`config.mk`:
```
export PLATFORM = sky130hd
export DESIGN_NAME = fifo_wr_arbiter
export DESIGN_NICKNAME = d
export VERILOG_FILES = /design/src/rtl/fifo_wr_arbiter.sv
export SDC_FILE = /design/constraint.sdc
export NUM_CORES = 1
export LEC_CHECK = 0
export ABC_AREA = 1
export BUFFER_PORTS_ARGS = -buffer_cell sky130_fd_sc_hd__buf_4
export CORE_MARGIN = 10
export CORE_UTILIZATION = 46
export CTS_CLUSTER_DIAMETER = 60
export DETAILED_ROUTE_END_ITERATION = 8
export PLACE_DENSITY = 0.82
export SKIP_CTS_REPAIR_TIMING = 1
export SYNTH_ARGS = -nofsm -noshare
export SYNTH_HDL_FRONTEND = slang
export SYNTH_SLANG_ARGS = --single-unit
```
`constraint.sdc`:
```
create_clock -name clk -period 2.8 [get_ports clk]
set_input_delay 0.28 -clock clk [delete_from_list [all_inputs] [get_ports clk]]
set_output_delay 0.28 -clock clk [all_outputs]
set_load 0.005 [all_outputs]
```
`src/rtl/fifo_wr_arbiter.sv`:
```
// Round-robin arbiter sharing the fifo_sync write port among NUM_REQ valid/ready
// byte producers; each grant lasts up to MAX_BURST beats before rotating.

module fifo_wr_arbiter_lane #(
  parameter int DATA_WIDTH = 8
) (
  input  logic                  gnt,
  input  logic                  open,
  input  logic [DATA_WIDTH-1:0] data,
  output logic                  ready,
  output logic [DATA_WIDTH-1:0] data_gated
);
  assign ready      = gnt & open;
  assign data_gated = gnt ? data : '0;
endmodule

module fifo_wr_arbiter #(
  parameter int NUM_REQ    = 2,
  parameter int DATA_WIDTH = 8,
  parameter int MAX_BURST  = 4
) (
  input  logic                          clk,
  input  logic                          rst,
  input  logic [NUM_REQ-1:0]            req_valid,
  input  logic [NUM_REQ*DATA_WIDTH-1:0] req_data,
  output logic [NUM_REQ-1:0]            req_ready,
  output logic                          fifo_wr_en,
  output logic [DATA_WIDTH-1:0]         fifo_wr_data,
  input  logic                          fifo_full,
  input  logic                          fifo_ready,
  output logic [NUM_REQ-1:0]            grant
);
  localparam int IW = $clog2(NUM_REQ);
  localparam int CW = $clog2(MAX_BURST + 1);

  typedef enum logic {IDLE, GRANT} state_t;

  state_t                             state, state_n;
  logic [NUM_REQ-1:0]                 grant_n;
  logic [IW-1:0]                      last, last_n, gidx;
  logic [CW-1:0]                      cnt, cnt_n;
  logic [NUM_REQ-1:0][DATA_WIDTH-1:0] lane_data;
  logic                               open, beat, last_beat;

  assign open = ~fifo_full & fifo_ready;

  for (genvar i = 0; i < NUM_REQ; i++) begin : g_lane
    fifo_wr_arbiter_lane #(.DATA_WIDTH(DATA_WIDTH)) u_lane (
      .gnt        (grant[i]),
      .open       (open),
      .data       (req_data[i*DATA_WIDTH +: DATA_WIDTH]),
      .ready      (req_ready[i]),
      .data_gated (lane_data[i])
    );
  end

  // grant is one-hot, so OR-ing the gated lanes is the data mux
  always_comb begin
    fifo_wr_data = '0;
    for (int k = 0; k < NUM_REQ; k++) fifo_wr_data |= lane_data[k];
  end

  always_comb begin
    gidx = '0;
    for (int k = 0; k < NUM_REQ; k++) if (grant[k]) gidx = IW'(k);
  end

  assign beat       = |(grant & req_valid) & open;
  assign fifo_wr_en = beat;
  assign last_beat  = beat && (cnt == CW'(MAX_BURST - 1));

  // first valid requester after base, wrapping; base itself is checked last
  function automatic logic [NUM_REQ-1:0] rr_pick(input logic [NUM_REQ-1:0] v,
                                                 input logic [IW-1:0]      base);
    logic [NUM_REQ-1:0] oh;
    logic               found;
    int                 idx;
    oh    = '0;
    found = 1'b0;
    for (int k = 1; k <= NUM_REQ; k++) begin
      idx = (int'(base) + k) % NUM_REQ;
      if (!found && v[idx]) begin
        oh[idx] = 1'b1;
        found   = 1'b1;
      end
    end
    return oh;
  endfunction

  always_comb begin
    state_n = state;
    grant_n = grant;
    last_n  = last;
    cnt_n   = cnt;
    case (state)
      IDLE: begin
        if (fifo_ready && |req_valid) begin
          grant_n = rr_pick(req_valid, last);
          cnt_n   = '0;
          state_n = GRANT;
        end
      end
      GRANT: begin
        if (!fifo_ready) begin
          grant_n = '0;
          state_n = IDLE;
        end else if (last_beat || !req_valid[gidx]) begin
          // re-arbitrate in the same cycle so rotation costs no bubble
          last_n = gidx;
          cnt_n  = '0;
          if (|req_valid) begin
            grant_n = rr_pick(req_valid, gidx);
          end else begin
            grant_n = '0;
            state_n = IDLE;
          end
        end else if (beat) begin
          cnt_n = cnt + CW'(1);
        end
      end
      default: begin
        grant_n = '0;
        state_n = IDLE;
      end
    endcase
  end

  always_ff @(posedge clk or negedge rst) begin
    if (!rst) begin
      state <= IDLE;
      grant <= '0;
      last  <= IW'(NUM_REQ - 1);
      cnt   <= '0;
    end else begin
      state <= state_n;
      grant <= grant_n;
      last  <= last_n;
      cnt   <= cnt_n;
    end
  end
endmodule

```
# After elaboration in Yosys (flattened, before gate mapping)
# Index checks and enable logic that the tools add are counted.
[word_totals] register_bits=7 inputBits=22 out_inout_bits=13
[classes] n_addsub=5 n_lt_le_gt_ge=9 n_eq_ne=5 n_mux=58 bitwise_logic=14 n_reduce_logical=17
[ops] operator="two-way mux 1 bit" n=31
[ops] operator="two-way mux 2 bit" n=14
[ops] operator="two-way mux 8 bit" n=2
[ops] operator="less-than comparator 2 x 3 -> 1 bit (second input constant)" n=4
[ops] operator="two-way mux 3 bit" n=4
[ops] operator="greater-or-equal comparator 2 x 1 -> 1 bit (second input constant)" n=4
[ops] operator="logical AND 1 bit" n=8
[ops] operator="OR 8 bit" n=1
[ops] operator="one-hot mux 3 bit (2 select lines)" n=1
[ops] operator="AND reduction 3 bit" n=2
[ops] operator="adder 1 bit (second input constant)" n=4
[ops] operator="bitwise AND 1 bit" n=4
[ops] operator="bitwise AND 1 bit (first input constant)" n=4
[ops] operator="demux 1 bit (select 1 bit)" n=4
[ops] operator="inequality test 2 bit (second input constant)" n=2
[ops] operator="OR 2 bit" n=2
[ops] operator="one-hot mux 2 bit (2 select lines)" n=1
[ops] operator="OR reduction 2 bit" n=2
[ops] operator="adder 3 x 1 -> 3 bit (second input constant)" n=1
[ops] operator="equality test 3 x 2 -> 1 bit (second input constant)" n=1
[ops] operator="zero test 1 bit" n=3
[ops] operator="inequality test 3 x 1 -> 1 bit (second input constant)" n=1
[ops] operator="inequality test 3 x 2 -> 1 bit (second input constant)" n=1
[ops] operator="bitwise AND 2 bit" n=1
[ops] operator="5 further kinds" n=6

# Logic depth before layout (Yosys ltp)
[depth] depth_word=18 ltp_mapped=7

# Hierarchy
# A second synthesis with hierarchy kept.
[unflattened] hier_cells=112 hier_area_um2=728.2
[by_module_without_submodules] mod="fifo_wr_arbiter" instances=1 cells_per_inst=74 area_per_inst_um2=570.5
[by_module_without_submodules] mod="fifo_wr_arbiter_lane" instances=2 cells_per_inst=19 area_per_inst_um2=78.8

# Least setup slack after synthesis
# OpenSTA, ideal clock, no wires.
[synth_timing] path_kind="reg2reg" from="register cnt[0]" to="register cnt[2]" t_arrival_ns=1.126 t_required_ns=2.726 setup_slack_ns=1.600 path_stages_with_launch=6 synth_period_minus_slack_ns=1.200 path_cell_list="dfrtp_1 -> ha_1 -> ha_1 -> nor2_1 -> nand3_1 -> o21ai_2"
[synth_via] elab_chain_len=6
[synth_rtl] item="start, declared" line="41" rtl="logic [CW-1:0] cnt, cnt_n;"
[synth_rtl] item="start signal, assigned" line="138" rtl="cnt <= cnt_n;"
[synth_rtl] item="branches (longest 6 deep; another with adder 3 x 1 -> 3 bit)"
# Several ways; the timed one is not identified. The select of a mux whose other input is x is not followed.
# A chain may end at the register's enable or synchronous reset.

# Worst setup path after layout
[layout_timing] from="register grant[1]" to="output port fifo_wr_en"
[layout_via] elab_chain_len=3
[layout_rtl] item="start, declared" line="31" rtl="output logic [NUM_REQ-1:0] grant"
[layout_rtl] item="start signal, assigned" line="136" rtl="grant <= grant_n;"
[layout_rtl] item="bitwise AND 2 bit" line="68" rtl="assign beat = |(grant & req_valid) & open;"
[layout_rtl] item="OR reduction 2 bit" line="68"
[layout_rtl] item="bitwise AND 1 bit" line="68"
[layout_rtl] item="end, declared" line="27" rtl="output logic fifo_wr_en,"
# Every way passes these cells.

==> impl_results.md <==
- TritonCTS Sinks: 7
- Worst skew pair latency: 0.25 ns
- EDFF count, synth: 0
- Post-synth top flop: dfrtp_1
- CTS max path bufs: 2
- Tot GR Track Use: 9.78%
- Row cnt: 13
- Logic pwr share: 41.2%
- Sw power: 126 uW
- Post-DR vias/cell: 4.99
- Clock transition at path regs: 0.05 ns
- Initial DRT Pass Iterations: 4
- DR WL/cell: 12.8 um
- Post-synth top area share: 22.9%
- Clock network fraction of total power: 22.7%
- Data arrival, critical path: 1.32 ns
- Fin crit share: 57.3%
- Nets: 141
- Ys async rst share: 100%
- Cells after Synth: 83
- CTS Root Buffer Type: clkbuf_4
- Die area: 3340 um2
- Cell taking the most area after synthesis: dfrtp_1
- P_int: 256 uW
- Top-count cell post-synth: nand2_1
- Largest net degree at the start of global routing: 14
- CP Class: reg -> out
- Htree depth: 1
- Util after Layout: 70.4%
- GP Congestion: 0.875
- Synth unique cells: 22
- Placed Cells incl. Taps: 126
- Area Overhead vs Synth: 41.4%
- First-pass GRT wire length: 2680 um
- Sw Ratio: 33.0%
- Antenna violations before repair: 0
- Share of cells above drive strength 1: 50.0%
- Post-Layout Cell Count: 131
- Worst vdd ir: 0.303 mV
- Total negative slack: 0 ns
- Routed Antenna Nets: 0
- Period minus WS final: 1.60 ns
- Initial core utilization: 49.8%
- DR DRC count: 0
- Hold_ws: 0.377 ns
- Power Density: 412 nW/um2
- Top post-synthesis cells by count: nand2_1 (21), a22o_1 (8), inv_1 (7)
- CP endpoint kind: output port
- Gr ovfl total: 0
- I/O pins: 35
- Reg power frac: 36.0%
- Number of global-route vias before repair: 603
- CP Launch Type: flip-flop
- Syn_area_per_cell: 7.90 um2
- Post-Syn Area: 656 um2
- Chip height: 57.8 um
- I/O Buffers: 34
- Antenna diodes: 0
- Critical Path RT: 2.52 ns
- LEAKAGE: 0.499 nW
- Final Hold Vio Count: 0
- Maxcap violations: 0
- Final WL: 1680 um
- Yosys warns: 0
- Status: finished, final reports clean
- Overall via count from detail_route: 654
- Core Area: 1320 um2
- Detailed Place HPWL: 1490 um
- Final Skew: 0.00275 ns
- Max Fclk: 623 MHz
- Hold WC Path Type: in -> async
- Sequential share of the synthesized area: 26.9%
- Max-slew headroom: 71.7%
- Number of synthesized register bits: 7
- Crit path max fanout: 13
- Synthesized Nets: 107
- CTS Buf Count: 3
- Final setup vio count: 0
- Starting DRT DRC Count: 15
- Cells taking the most area after synthesis: dfrtp_1 (23%), nand2_1 (12%), a22o_1 (11%)
- Slew Viols, Final: 0
- TritonCTS clock tree: done
- Die width: 57.8 um
- Worst-Margin Slew: 0.425 ns
- RSZ-0062 raised after global routing: no
[worst max-delay path, cell delays in order (launching register included)]
cell     delay [ns]
dfrtp_1        0.60
nand2_2        0.15
nand2_4        0.12
nand2_2        0.06
inv_1          0.05
buf_4          0.10
[flip-flops by register name (all words and copies together) (netlist names)]
| signal | flops |
|---|---|
| last | 1 |
| state | 1 |
| cnt | 3 |
| grant | 2 |
[stage by stage]
step	power (mW)	instance area, um2	setup slack [ns]
finish	0.382	927	1.20
global route	0.417	927	1.06
CTS	0.389	917	1.17
detailed placement	0.298	891	1.45
global placement	0.295	891	1.47
floorplan	0.229	656	1.60
[routing by layer]
layer	up-vias	wire length, um	global-route usage [%]
met3	2	106	1.96
met4	0	19	5.03
met1	302	637	11.1
met2	17	920	16.7
li1	333	-	-
met5	-	0	0
[power by group through the flow]
| stage | sequential [mW] | clock [mW] | combinational (mW) |
|---|---|---|---|
| after floorplan | 0.126 | 0 | 0.103 |
| after global placement | 0.138 | 0 | 0.156 |
| after detailed placement | 0.139 | 0 | 0.159 |
| after CTS | 0.137 | 0.0927 | 0.159 |
| after global routing | 0.142 | 0.0992 | 0.176 |
| final | 0.138 | 0.0869 | 0.158 |
[kinds of logic after synthesis]
kind of cell	synth area share [%]
flops	26.9
fa+ha+maj	3.82
compound gates	19.7
simple gates	38.0
buf+inv	11.6
[area by class of cell]
| class | instances | area, um2 |
|---|---|---|
| Inverter | 10 | 37.5 |
| Sequential cell | 7 | 176 |
| Fill cell | 120 | 390 |
| Tap cell | 15 | 18.8 |
| Clock buffer | 4 | 26.3 |
| Timing Repair Buffer | 35 | 265 |
| Multi-Input combinational cell | 60 | 403 |
[placed cells by master, fill, tap and decap left out, drive strengths merged]
master	n
nand3	8
dfrtp	6
clkbuf	4
ha	2
nor2	5
dfstp	1
inv	10
nand2	29
dlygate4sd3	1
o21ai	5
a22o	8
nand3b	1
a21boi	2
buf	34
[path summary, 6_finish.rpt]
check	depth (start not counted)	slack [ns]	start	end
setup / recovery	5	1.20	grant[1]$_DFFE_PN0P_	fifo_wr_en
hold / removal	2	0.38	rst	grant[0]$_DFFE_PN0P_
setup reg to reg	7	1.47	grant[1]$_DFFE_PN0P_	cnt[0]$_DFFE_PN0P_
hold reg to reg	2	0.49	last$_DFFE_PN1P_	last$_DFFE_PN1P_
max in group asynchronous	2	2.22	rst	last$_DFFE_PN1P_
min in group clk	3	0.38	fifo_ready	state$_DFF_PN0_
Power figures use the tool's default switching activity.
